===== config.mk =====
export PLATFORM = sky130hd
export DESIGN_NAME = switch_debouncer
export DESIGN_NICKNAME = d
export VERILOG_FILES = /design/src/rtl/switch_pkg.sv /design/src/rtl/switch_debouncer_bit.sv /design/src/rtl/switch_debouncer.sv
export SDC_FILE = /design/constraint.sdc
export NUM_CORES = 1
export LEC_CHECK = 0
export CAP_MARGIN = 5
export CORE_MARGIN = 2
export CORE_UTILIZATION = 50
export DETAILED_ROUTE_END_ITERATION = 10
export GPL_TIMING_DRIVEN = 1
export PLACE_DENSITY_LB_ADDON = 0.05
export SYNTH_ARGS = -nofsm -noshare
export SYNTH_HDL_FRONTEND = slang
export SYNTH_HIERARCHICAL = 1
export SYNTH_SLANG_ARGS = --single-unit

===== constraint.sdc =====
create_clock -name clk -period 6.2 [get_ports clk]
set_input_delay 1.24 -clock clk [delete_from_list [all_inputs] [get_ports clk]]
set_output_delay 1.24 -clock clk [all_outputs]
set_load 0.05 [all_outputs]

===== src/rtl/switch_pkg.sv =====
// Shared types and constants for the switch input path.
package switch_pkg;

  // Board oscillator frequency feeding the input logic.
  localparam int HSOSC_HZ = 48_000_000;

  // 5 ms worth of clocks at HSOSC: long enough to outlast typical contact bounce.
  localparam int DEFAULT_DEBOUNCE_CYCLES = HSOSC_HZ / 200;

  // Per-bit debounce state.
  typedef enum logic {
    STABLE   = 1'b0,
    COUNTING = 1'b1
  } db_state_t;

endpackage : switch_pkg


===== src/rtl/switch_debouncer_bit.sv =====
// One switch bit: two-flop synchroniser, persistence counter and edge pulses.
// 'change' and 'level_next' expose, combinationally, the update that the next
// clock edge will commit so the parent can react on that same edge.
module debounce_bit
  import switch_pkg::*;
#(
  parameter int DEBOUNCE_CYCLES = DEFAULT_DEBOUNCE_CYCLES
) (
  input  logic clk,
  input  logic reset,
  input  logic raw,
  output logic level,
  output logic rise,
  output logic fall,
  output logic change,
  output logic level_next
);

  localparam int            CW      = $clog2(DEBOUNCE_CYCLES + 1);
  localparam logic [CW-1:0] CNT_MAX = CW'(DEBOUNCE_CYCLES);
  localparam logic [CW-1:0] CNT_ONE = CW'(1);

  logic          sync1;
  logic          sync2;
  db_state_t     state;
  logic [CW-1:0] cnt;

  // Bring the asynchronous pin into the clk domain; sync1 feeds nothing but sync2.
  always_ff @(posedge clk or negedge reset) begin
    if (!reset) begin
      sync1 <= 1'b0;
      sync2 <= 1'b0;
    end else begin
      sync1 <= raw;
      sync2 <= sync1;
    end
  end

  // The new level has persisted long enough: commit it on this edge.
  always_comb begin
    change = 1'b0;
    if ((state == COUNTING) && (sync2 != level) && (cnt == CNT_MAX)) begin
      change = 1'b1;
    end
    level_next = change ? sync2 : level;
  end

  // Persistence FSM: any return to the old level before the count completes is a glitch.
  always_ff @(posedge clk or negedge reset) begin
    if (!reset) begin
      state <= STABLE;
      cnt   <= '0;
      level <= 1'b0;
    end else begin
      case (state)
        STABLE: begin
          if (sync2 != level) begin
            state <= COUNTING;
            cnt   <= CNT_ONE;
          end
        end
        COUNTING: begin
          if (sync2 == level) begin
            state <= STABLE;
            cnt   <= '0;
          end else if (cnt == CNT_MAX) begin
            level <= sync2;
            state <= STABLE;
            cnt   <= '0;
          end else begin
            cnt <= cnt + CNT_ONE;
          end
        end
        default: begin
          state <= STABLE;
          cnt   <= '0;
        end
      endcase
    end
  end

  // Single-cycle edge pulses for the cycle following a committed change.
  always_ff @(posedge clk or negedge reset) begin
    if (!reset) begin
      rise <= 1'b0;
      fall <= 1'b0;
    end else begin
      rise <= change & sync2;
      fall <= change & ~sync2;
    end
  end

endmodule : debounce_bit


===== src/rtl/switch_debouncer.sv =====
// Debounced switch bank with edge pulses and a valid/ready snapshot of the
// debounced levels. Each bit is handled independently; this level only
// merges per-bit changes into snapshot events for a consumer.
module switch_debouncer
  import switch_pkg::*;
#(
  parameter int WIDTH           = 4,
  parameter int DEBOUNCE_CYCLES = DEFAULT_DEBOUNCE_CYCLES
) (
  input  logic             clk,
  input  logic             reset,
  input  logic [WIDTH-1:0] sw_raw,
  output logic [WIDTH-1:0] sw_db,
  output logic [WIDTH-1:0] sw_rise,
  output logic [WIDTH-1:0] sw_fall,
  output logic             chg_valid,
  output logic [WIDTH-1:0] chg_data,
  input  logic             chg_ready,
  output logic             chg_overrun
);

  logic [WIDTH-1:0] bit_change;
  logic [WIDTH-1:0] db_next;
  logic             event_now;
  logic             accept;

  generate
    for (genvar gi = 0; gi < WIDTH; gi++) begin : g_bit
      debounce_bit #(
        .DEBOUNCE_CYCLES(DEBOUNCE_CYCLES)
      ) u_bit (
        .clk       (clk),
        .reset     (reset),
        .raw       (sw_raw[gi]),
        .level     (sw_db[gi]),
        .rise      (sw_rise[gi]),
        .fall      (sw_fall[gi]),
        .change    (bit_change[gi]),
        .level_next(db_next[gi])
      );
    end
  endgenerate

  assign event_now = |bit_change;
  assign accept    = chg_valid & chg_ready;

  // Snapshot handshake: changes refresh the pending value; overrun marks a
  // refresh that overwrote data the consumer never took.
  always_ff @(posedge clk or negedge reset) begin
    if (!reset) begin
      chg_valid   <= 1'b0;
      chg_data    <= '0;
      chg_overrun <= 1'b0;
    end else if (event_now) begin
      chg_valid <= 1'b1;
      chg_data  <= db_next;
      if (accept) begin
        chg_overrun <= 1'b0;
      end else if (chg_valid) begin
        chg_overrun <= 1'b1;
      end
    end else if (accept) begin
      chg_valid   <= 1'b0;
      chg_overrun <= 1'b0;
    end
  end

endmodule : switch_debouncer

; After elaboration in Yosys (flattened, before gate mapping)
; Cells that the tools add are included.
; Widths: inputs -> output; s select.
[totals]
reg_bits = 102
in_bits = 7
elab_cells = 133
[op_classes]
addsub = 4
mux = 45
n_eq_ne = 16
reduce_logical = 16
bitwise_logic = 21
[op_table]
columns = op, n
row1 = $mux 18, 12
row2 = $pmux 18 s2, 4
row3 = $add 18x1->18 const B, 4
row4 = $eq 18x18->1 const B, 4
row5 = $mux 1, 25
row6 = $not 1->1, 12
row7 = $reduce_and 3->1, 4
row8 = $and 1x1->1, 9
row9 = $logic_and 1x1->1, 8
row10 = $ne 2x1->1 const B, 4
row11 = $pmux 1 s2, 4
row12 = $eq 1x1->1, 4
row13 = $ne 1x1->1, 4
row14 = $reduce_bool 2->1, 2
row15 = $reduce_or 4->1, 1
row16 = $reduce_and 2->1, 1

; Depth between registers and ports, before layout
[depth]
ltp_word = 7
depth_mapped = 8

; Hierarchy
; The synthesis kept the hierarchy.
[modules_own_cells]
columns = module, cells_each, seq_area_each_um2, instances, area_each_um2
row1 = debounce_bit, 139, 600.6, 4, 1239.9
row2 = switch_debouncer, 16, 150.1, 1, 245.2

; Worst setup path before layout
; OpenSTA, ideal clock, no wires.
[synth_path]
path_kind = register to register
from = register g_bit[0].u_bit.cnt[9]
to = register chg_data[0]
stages_incl_launch_ff = 8
setup_ps = 125
synth_period_minus_slack_ps = 2511
t_arrival_ps = 2386
slack_ps = 3689
n_path_buf = 0
required_time_ps = 6075
cell_sequence = dfrtp_1 > or4_1 > or4_1 > nor4_1 > nand2_1 > nor2_1 > nor4_4 > mux2_2
[synth_via]
elab_chain_len = 4
word_cells_on_any_way = 5
[synth_lines]
columns = item, line
row1 = start: declaration, switch_debouncer_bit.sv:26  ; logic [CW-1:0] cnt;
row2 = start signal: assignment, switch_debouncer_bit.sv:71  ; cnt <= cnt + CNT_ONE;
row3 = $eq 18x18->1 (*), switch_debouncer_bit.sv:42  ; if ((state == COUNTING) && (sync2 != level) && (cnt == CNT_MAX)) begin
row4 = $logic_and 1x1->1 (*), switch_debouncer_bit.sv:42
row5 = $mux 1 (*), switch_debouncer_bit.sv:42
row6 = via bit_change[0], switch_debouncer.sv:22  ; logic [WIDTH-1:0] bit_change;
row7 = $reduce_or 4->1 or $mux 1 (tied branches), "switch_debouncer.sv:44, switch_debouncer_bit.sv:45"
row8 = end signal: assignment, switch_debouncer.sv:56  ; chg_data <= db_next;
row9 = end: declaration, switch_debouncer.sv:17  ; output logic [WIDTH-1:0] chg_data,
; Mark *: on every way through the listed nets, which the timed path passes. The rest lies on a longest branch.
; A chain may end at the register's enable or synchronous reset.

; Worst setup path after layout
[layout_path]
from = register g_bit[3].u_bit.level
to = output sw_db[3]
[layout_rtl]
columns = item, line
row1 = start: declaration, switch_debouncer_bit.sv:12  ; output logic level,
row2 = start signal: assignment, switch_debouncer_bit.sv:67  ; level <= sync2;
row3 = end: declaration, switch_debouncer.sv:13  ; output logic [WIDTH-1:0] sw_db,
; No word-level cell between the ends.

==> impl_metrics.env <==
export IMPL_max_stage_delay_ns=0.85
export IMPL_fin_cells=736
export IMPL_place_congestion=0.823
export IMPL_ant_nets=0
export IMPL_hold_buffers=0
export IMPL_area_growth_pct=11.3
export IMPL_dp_cells=721
export IMPL_drive_gt1_share_pct=6.33
export IMPL_synthCells=572
export IMPL_cts_resized=0
export IMPL_grt_pass1_wl_mm=19.4
export IMPL_clock_path_buffers=2
export IMPL_clockRootBuffer="clkbuf_8"
export IMPL_rows=37
export IMPL_cts_sink_count=102
export IMPL_clk_pin_slew_ns=0.09
export IMPL_start_util_pct=50.9
export IMPL_crit_required_ns=4.96
export IMPL_synthFlopType="dfrtp_1"
export IMPL_timing_fmax_mhz=341
export IMPL_worstMarginPinSlew_ns=0.941
export IMPL_syn_nets=587
export IMPL_outcome="finished, final reports clean"
export IMPL_hpwlAfterDp_mm=7.70
export IMPL_core_mm2=0.0102
export IMPL_ys_seq_area_share_pct=49.0
export IMPL_grt_max_degree=53
export IMPL_drt_wl_total_mm=11.4
export IMPL_startpoint_type="flip-flop"
export IMPL_layout_min_cycle_time_ns=2.93
export IMPL_worstSkewPairLatency_ns=0.37
export IMPL_path_cells="clkdlybuf4s50_1"
export IMPL_setup_violations=0
export IMPL_finalMaxSlewViolations=0
export IMPL_crit_fanout=6
export IMPL_dieArea_mm2=0.0112
export IMPL_cts_setup_buffers=0
export IMPL_detail_route_iter0_violations=243
export IMPL_num_antenna_cells=0
export IMPL_synthDistinctLibCells=34
export IMPL_finalCritPeriodShare_pct=47.3
export IMPL_ys_ff_latch=102
export IMPL_path_delay_family="buffers and inverters"
export IMPL_fin_nets=611
export IMPL_port_buffer_count=24
export IMPL_grt_overflow=0
export IMPL_drt_wirelength_per_cell_um=15.5
export IMPL_critPathCaptureType="output port"
export IMPL_power_density_mw_per_mm2=214
export IMPL_path_class="flip-flop to output port"
export IMPL_ir_worst_vdd_mv=0.178
export IMPL_antenna_found_initial=0
export IMPL_htreeDepth=3
export IMPL_synth_edf_count=0
export IMPL_die_y_um=106
export IMPL_die_x_um=106
export IMPL_ys_warnings_count=6
export IMPL_slew_headroom_pct=37.0
export IMPL_tns_ns=0
export IMPL_vias=4304
export IMPL_finalHoldViolCount=0
export IMPL_fillCellCount=919
export IMPL_cts_tree="built"
export IMPL_hp_class="flip-flop to flip-flop"
export IMPL_first_pass_iters=5
export IMPL_path_buf_inv=1
export IMPL_netlist_area_mm2=0.00520
export IMPL_cp_data_arrival_time_ns=1.69
export IMPL_rsz0062_at_grt="no"
export IMPL_grtUsageTotal_pct=21.7
export IMPL_cts_buffers=9
export IMPL_cpMaxStageDelayCell="clkdlybuf4s50_1"
export IMPL_final_setup_skew_ns=0.0110
export IMPL_ios=25
export IMPL_power_leakage_nw=2.53
export IMPL_postLayoutSetupSlackWorst_ns=3.27
export IMPL_synthArstFlopShare_pct=100
export IMPL_preCtsSetupSlack_ns=3.43
export IMPL_drcViolationCount=0
export IMPL_via_per_inst=5.85
export IMPL_synth_area_per_cell_um2=9.10
export IMPL_cap_violations=0
export IMPL_grt_pass1_vias=4049
==> kinds of logic (layout without fill, tap and decap cells) <==
family	Yosys count	count (layout)	share of synthesized area, %
adders and majority gates	8	8	1.92
and+or+nand+nor	317	317	31.8
AOI/OAI and AO/OA	95	95	11.7
muxes	8	8	1.73
DFF	102	102	49.0
buffers and inverters	34	62	2.55
xor gates and xnor gates	8	8	1.35
==> cell type report <==
cell class / count / area, um^2 / share of cell area, %
inverter: 22 / 82.6 / 1.43
clock buffer: 11 / 151 / 2.61
multi-input combinational: 436 / 2520 / 43.5
sequential: 102 / 2550 / 44.1
tap: 136 / 170 / 2.94
timing repair buffer: 25 / 245 / 4.23
clock inverter: 4 / 70.1 / 1.21
==> worst paths after layout <==
kind | start | end | slack [ns] | cells past startpoint
setup / recovery | g_bit[3].u_bit/level | sw_db[3] | 3.27 | 1
hold / removal | g_bit[1].u_bit/sync1 | g_bit[1].u_bit/sync2 | 0.35 | 0
setup reg to reg | g_bit[3].u_bit/cnt[9] | chg_data[1] | 3.42 | 7
hold reg to reg | g_bit[1].u_bit/sync1 | g_bit[1].u_bit/sync2 | 0.35 | 0
max in group asynchronous | reset | g_bit[0].u_bit/sync1 | 4.19 | 2
min in group asynchronous | reset | g_bit[2].u_bit/cnt[12] | 0.88 | 1
==> stage by stage <==
stage / area, um^2 / total power [mW] / util (%) / hold slack, ns
floorplan: 5200 / 0.746 / - / 0.331
global placement: 5570 / 0.779 / 54.4 / 0.333
detailed placement: 5570 / 0.781 / 54.4 / 0.335
CTS: 5790 / 1.25 / 56.6 / 0.357
global route: 5790 / 1.30 / 56.6 / 0.366
finish: 5790 / 1.24 / 56.6 / 0.354
==> Yosys cell counts, types with 8 or more instances <==
library cell    n  share of area, %
clkbuf_1        8              0.58
a211o_1         8               1.3
or3_1          24               2.9
ha_1            8               1.9
or2_2          12               1.4
or4_1          12               1.7
inv_1          22               1.6
and2_1          8              0.96
dfrtp_1       102                49
a21oi_1        24               2.3
nor3b_1        12               1.7
nor3_1         32               3.1
mux2_2          8               1.7
nand3_1        68               6.5
o21ai_0        25               2.4
nor2_1         28               2.0
a31oi_1        20               2.4
and3_1         16               1.9
nand2_1        84               6.1
==> cells in the final DEF, fill, tap and decap left out, drive strengths merged, types with 2 or more instances in the layout <==
cell type / instances
a211o: 8
a21oi: 24
a221o: 4
a31oi: 20
and2: 8
and3: 16
and4: 4
buf: 2
bufinv: 2
clkbuf: 11
clkdlybuf4s50: 23
clkinv: 2
dfrtp: 102
ha: 8
inv: 22
mux2: 8
nand2: 84
nand2b: 4
nand3: 68
nand4: 4
nor2: 28
nor3: 32
nor3b: 12
nor4: 5
o211ai: 4
o21ai: 25
o2bb2ai: 4
o41a: 4
or2: 12
or3: 24
or4: 12
or4bb: 4
xnor2: 4
xor2: 4
==> metal layers <==
metal / wire (um) / GRT usage [%]
met5: 0 / 0
met4: 114 / 6.20
met3: 497 / 5.33
met2: 5280 / 34.2
met1: 5500 / 30.0
==> report_power, final <==
part,switching (mW),internal (mW),leakage (nW)
Clock,0.225,0.246,0.115
Sequential,0.0164,0.677,1.39
Combinational,0.0516,0.0216,1.03
Total,0.293,0.945,2.53
==> flip-flops by register name (all words and copies together) (netlist names) <==
name / count
g_bit.u_bit/level: 4
g_bit.u_bit/rise: 4
g_bit.u_bit/sync2: 4
chg_overrun: 1
chg_valid: 1
g_bit.u_bit/cnt: 72
g_bit.u_bit/state: 4
g_bit.u_bit/fall: 4
g_bit.u_bit/sync1: 4
chg_data: 4
(Power assumes the default switching activity.)
==> patch 1, RTL diff (config.mk and constraints unchanged) <==
Change the package constant `HSOSC_HZ` from 48_000_000 to 12_000_000.
--- a/src/rtl/switch_pkg.sv
+++ b/src/rtl/switch_pkg.sv
@@ -2,7 +2,7 @@
 package switch_pkg;
 
   // Board oscillator frequency feeding the input logic.
-  localparam int HSOSC_HZ = 48_000_000;
+  localparam int HSOSC_HZ = 12_000_000;
 
   // 5 ms worth of clocks at HSOSC: long enough to outlast typical contact bounce.
   localparam int DEFAULT_DEBOUNCE_CYCLES = HSOSC_HZ / 200;
Behaviour: same outputs for any inputs over 10 cycles, from zero or initial values and one cycle with reset low; that may be too few to reach the edited logic, so the function may still have changed.
==> patch 1 against the original RTL <==
Sequential cell count is 8 lower; design area down 0.37%; power shrank 9.0%; synthesized area increased by 3.5%; core utilization fell by 0.96 points; via count shrank 2.8%; global-route usage decreased by 0.36 points; routed wire length increased by 0.44%; non-clock buffer count did not move; highest routed layer unchanged; worst setup slack gained 0.0087 ns.
==> patch 1: results (changes against the original RTL) <==
power drawn by the combinational cells=0.0958 mW (+31%); Cell Count, Final, Fillers Out=664 (-9.8%); power share of the clock group=34.8% (-3.2 points); worst setup slack before clock tree synthesis=3.29 ns (-0.134 ns); synthesized net count=523 (-11%); average vias per placed instance=6.30 (+7.8%); number of flip-flops under the largest register name=64 (-11%); internal portion of total power=0.845 mW (-11%); Pre-antenna DRT Iters=4 (-1); Post-Place Cell Area=0.00559 sq mm (+0.36%); adder-cell area share of the yosys netlist=1.86% (-0.064 points); multiplexer share of the synthesized area=1.95% (+0.22 points); detailed router's first-iteration violation count=223 (-8.2%); sequential standard cell area=0.00235 sq mm (-7.8%); maximum number of pins on one net before global-route repair=51 (-3.8%); compound-cell area share of the yosys netlist=18.0% (+6.3 points); distinct cell type count of the synthesized netlist=44 (+29%); number of logic inverters in the finished layout=18 (-18%); dominant cells by area after synthesis=sky130_fd_sc_hd__dfrtp_1 (44%), sky130_fd_sc_hd__buf_6 (3.3%), sky130_fd_sc_hd__o31ai_1 (3.3%); NumNets Final=539 (-12%); sum of met2 wire segment lengths after detailed routing=5030 microns (-4.7%); clock network area share=3.12% (-0.70 points); Routed met1 length=5880 microns (+6.9%); share of post-route cells with drive strength above 1=11.4% (+5.0 points); met2 track utilization from global routing=31.4% (-2.8 points); number of sinks driven by the clock tree=94 (-7.8%); Power Dens Cells=195 mW/mm^2 (-8.7%); count of fill cells added during filler insertion=928 (+0.98%); global-route total usage across every layer=21.3% (-0.36 points); number of multi-input logic gates=376 (-14%); area used by multi-input combinational logic=0.00276 sq mm (+9.3%); gpl congestion=0.854 (+3.7%); slew at the pin closest to its max-slew limit=0.981 ns (+0.0402 ns); share of the yosys chip area belonging to registers=43.7% (-5.4 points); number of global-route vias before repair=3986 (-1.6%); total half-perimeter wirelength after legalization and detailed placement=7820 microns (+1.5%); DR WL/cell=17.2 microns (+11%); status=finished clean; maximum clock skew at final layout=0.0101 ns (-0.000897 ns)
[patch 1: path summary, 6_finish.rpt]
| kind | startpoint | to | slack [ns] |
|---|---|---|---|
| hold / removal | g_bit[1].u_bit/sync1$_DFF_PN0_ | g_bit[1].u_bit/sync2$_DFF_PN0_ | 0.35 |
| min in group asynchronous | reset | g_bit[2].u_bit/cnt[13]$_DFFE_PN0P_ | 0.86 |
| setup reg to reg | g_bit[0].u_bit/cnt[0]$_DFFE_PN0P_ | chg_data[2]$_DFFE_PN0P_ | 3.29 |
| hold reg to reg | g_bit[1].u_bit/sync1$_DFF_PN0_ | g_bit[1].u_bit/sync2$_DFF_PN0_ | 0.35 |
| setup / recovery | g_bit[0].u_bit/level$_DFFE_PN0P_ | sw_db[0] | 3.27 |
| max in group asynchronous | reset | g_bit[0].u_bit/cnt[5]$_DFFE_PN0P_ | 4.28 |
==> patch 2, RTL diff (config.mk and constraints unchanged) <==
Without the edit above. Compare `cnt` against `CNT_MAX` with >= in place of ==.
--- a/src/rtl/switch_debouncer_bit.sv
+++ b/src/rtl/switch_debouncer_bit.sv
@@ -63,7 +63,7 @@
           if (sync2 == level) begin
             state <= STABLE;
             cnt   <= '0;
-          end else if (cnt == CNT_MAX) begin
+          end else if (cnt >= CNT_MAX) begin
             level <= sync2;
             state <= STABLE;
             cnt   <= '0;
Check against the original RTL: same outputs for any inputs over 10 cycles, from zero or initial values and one cycle with reset low; that may be too few to reach the edited logic, so the function may still have changed.
==> patch 2 against the original RTL <==
Clock power grew 8.3%; first-iteration DRC count down 17%; synthesized area grew 4.0%; routed wire length grew 3.5%; highest routed layer unchanged; core utilization grew 1.2 points; power rose by 4.1%; sequential cell count did not move; worst setup slack gained 0.042 ns; design area is 3.9% higher.
==> patch 2: results (changes against the original RTL) <==
distinct cell type count of the synthesized netlist=39 (+15%); Max FO, Critical Path=4 (-2); maximum clock path buffer count=2 (unchanged); total half-perimeter wirelength after legalization and detailed placement=7950 microns (+3.2%); number of H-tree levels=3 (unchanged); Final Routed Wirelength=11800 microns (+3.5%); Root Buffer=sky130_fd_sc_hd__clkbuf_8; dominant cells by area after synthesis=sky130_fd_sc_hd__dfrtp_1 (47%), sky130_fd_sc_hd__nand3_1 (4.4%), sky130_fd_sc_hd__nand2_1 (4.2%); number of antenna violations at the first check in global routing=0 (unchanged); maxcap violations=0 (unchanged); average vias per placed instance=6.07 (+3.8%); clock latency reported for the late side of the worst-skew pair=0.38 ns; average instance area after synthesis=9.53 sq um (+4.8%); post-placement cell count=711 (-1.4%); gpl congestion=0.838 (+1.8%); Post CTS Setup Buffer Count=0 (unchanged); standby leakage power=2.55 nW (+0.64%); DR WL/cell=16.2 microns (+4.7%); maximum clock skew at final layout=0.0161 ns (+0.00507 ns); share of the yosys chip area belonging to registers=47.1% (-1.9 points); global-route wire length before repair=19700 microns (+1.5%); relative slew slack=12.8% (-24 points); Hold Crit Class=reg -> reg; synth cell count leaders=sky130_fd_sc_hd__dfrtp_1 (102), sky130_fd_sc_hd__nand2_1 (60), sky130_fd_sc_hd__nand3_1 (48), sky130_fd_sc_hd__o21ai_0 (41), sky130_fd_sc_hd__inv_1 (34); detailed router's first-iteration violation count=201 (-17%); area used by multi-input combinational logic=0.00266 sq mm (+5.4%); Arr. time, crit path=1.65 ns (-0.04 ns); TritonCTS Buffers=9 (unchanged); share of post-route cells with drive strength above 1=8.29% (+2.0 points); maximum number of pins on one net before global-route repair=55 (+3.8%); global-route total usage across every layer=21.3% (-0.40 points); NumNets Final=602 (-1.5%); count of fill cells added during filler insertion=922 (+0.33%); power dissipated by switching net loads=0.304 mW (+3.8%); worst setup slack before clock tree synthesis=3.52 ns (+0.0975 ns); final number of max-transition violations=0 (unchanged); number of global-route vias before repair=4004 (-1.1%); synthesized net count=583 (-0.68%); Peak VDD IR=174 uV (-2.3%); Post-Place Cell Area=0.00577 sq mm (+3.5%); library cell contributing the largest single delay on the critical path=sky130_fd_sc_hd__clkdlybuf4s50_1; Critical Path Max Stage Delay=roughly 0.86 ns; number of warning messages in the yosys log=6 (unchanged); clock edge transition at the registers on the reported setup and hold paths=0.10 ns; antenna fix cells=0 (unchanged); Pre-antenna DRT Iters=4 (-1); post_cts resized=0 (unchanged); status=finished clean
-- patch 2: cell types whose count changed after synthesis, moves of 12 or more --
cell / unedited run / this run
sky130_fd_sc_hd__nor3b_1: 12 / 0
sky130_fd_sc_hd__o21ai_0: 25 / 41
sky130_fd_sc_hd__a31oi_1: 20 / 0
sky130_fd_sc_hd__inv_1: 22 / 34
sky130_fd_sc_hd__a21o_1: 0 / 12
sky130_fd_sc_hd__nor2_1: 28 / 12
sky130_fd_sc_hd__nand2_1: 84 / 60
sky130_fd_sc_hd__a22o_1: 0 / 12
sky130_fd_sc_hd__nand3_1: 68 / 48
sky130_fd_sc_hd__nor3_1: 32 / 16
-- patch 2: logic make-up after synthesis --
kind of cell	Yosys count	share of synthesized area, %
buffers and inverters	54	3.84
AND/OR/NAND/NOR	245	26.1
XOR/XNOR	8	1.29
AO/OA/AOI/OAI	135	16.3
adder cells (fa/ha/maj)	8	1.85
multiplexers	16	3.51
flip-flops	102	47.1
-- patch 2: path summary, 6_finish.rpt --
| check | start | endpoint | slack [ns] | cells past startpoint |
|---|---|---|---|---|
| min | g_bit[1].u_bit/sync1$_DFF_PN0_ | g_bit[1].u_bit/sync2$_DFF_PN0_ | 0.36 | 0 |
| max reg2reg | g_bit[1].u_bit/cnt[14]$_DFFE_PN0P_ | chg_data[1]$_DFFE_PN0P_ | 3.52 | 5 |
| max | g_bit[3].u_bit/level$_DFFE_PN0P_ | sw_db[3] | 3.31 | 1 |
| max in group asynchronous | reset | g_bit[1].u_bit/cnt[6]$_DFFE_PN0P_ | 4.24 | 2 |
| min in group asynchronous | reset | g_bit[2].u_bit/cnt[14]$_DFFE_PN0P_ | 0.87 | 1 |
| min reg2reg | g_bit[1].u_bit/sync1$_DFF_PN0_ | g_bit[1].u_bit/sync2$_DFF_PN0_ | 0.36 | 0 |
-- patch 2: area by class of cell --
class                           count  share of cell area [%]
Clock inverter                      5                    1.79
Clock buffer                       10                    2.29
Inverter                           34                    2.12
Tap cell                          136                    2.83
Sequential cell                   102                    42.4
Timing Repair Buffer               28                    4.45
Multi-Input combinational cell    412                    44.1
-- patch 2: power by group through the flow --
stage	sequential (mW)	combinational [mW]	clock, mW
after floorplan	0.706	0.0491	0
after detailed placement	0.708	0.0833	0
final	0.696	0.0826	0.510
after global routing	0.699	0.0936	0.551
after global placement	0.708	0.0814	0
after CTS	0.696	0.0835	0.527
-- patch 2: metal layers --
metal,up-vias,GRT usage (%),share of wire [%]
met1,2177,31.3,50
met2,89,32.0,45
li1,2137,-,-
met5,-,0,0
met3,11,5.06,3.8
met4,0,4.95,1.0
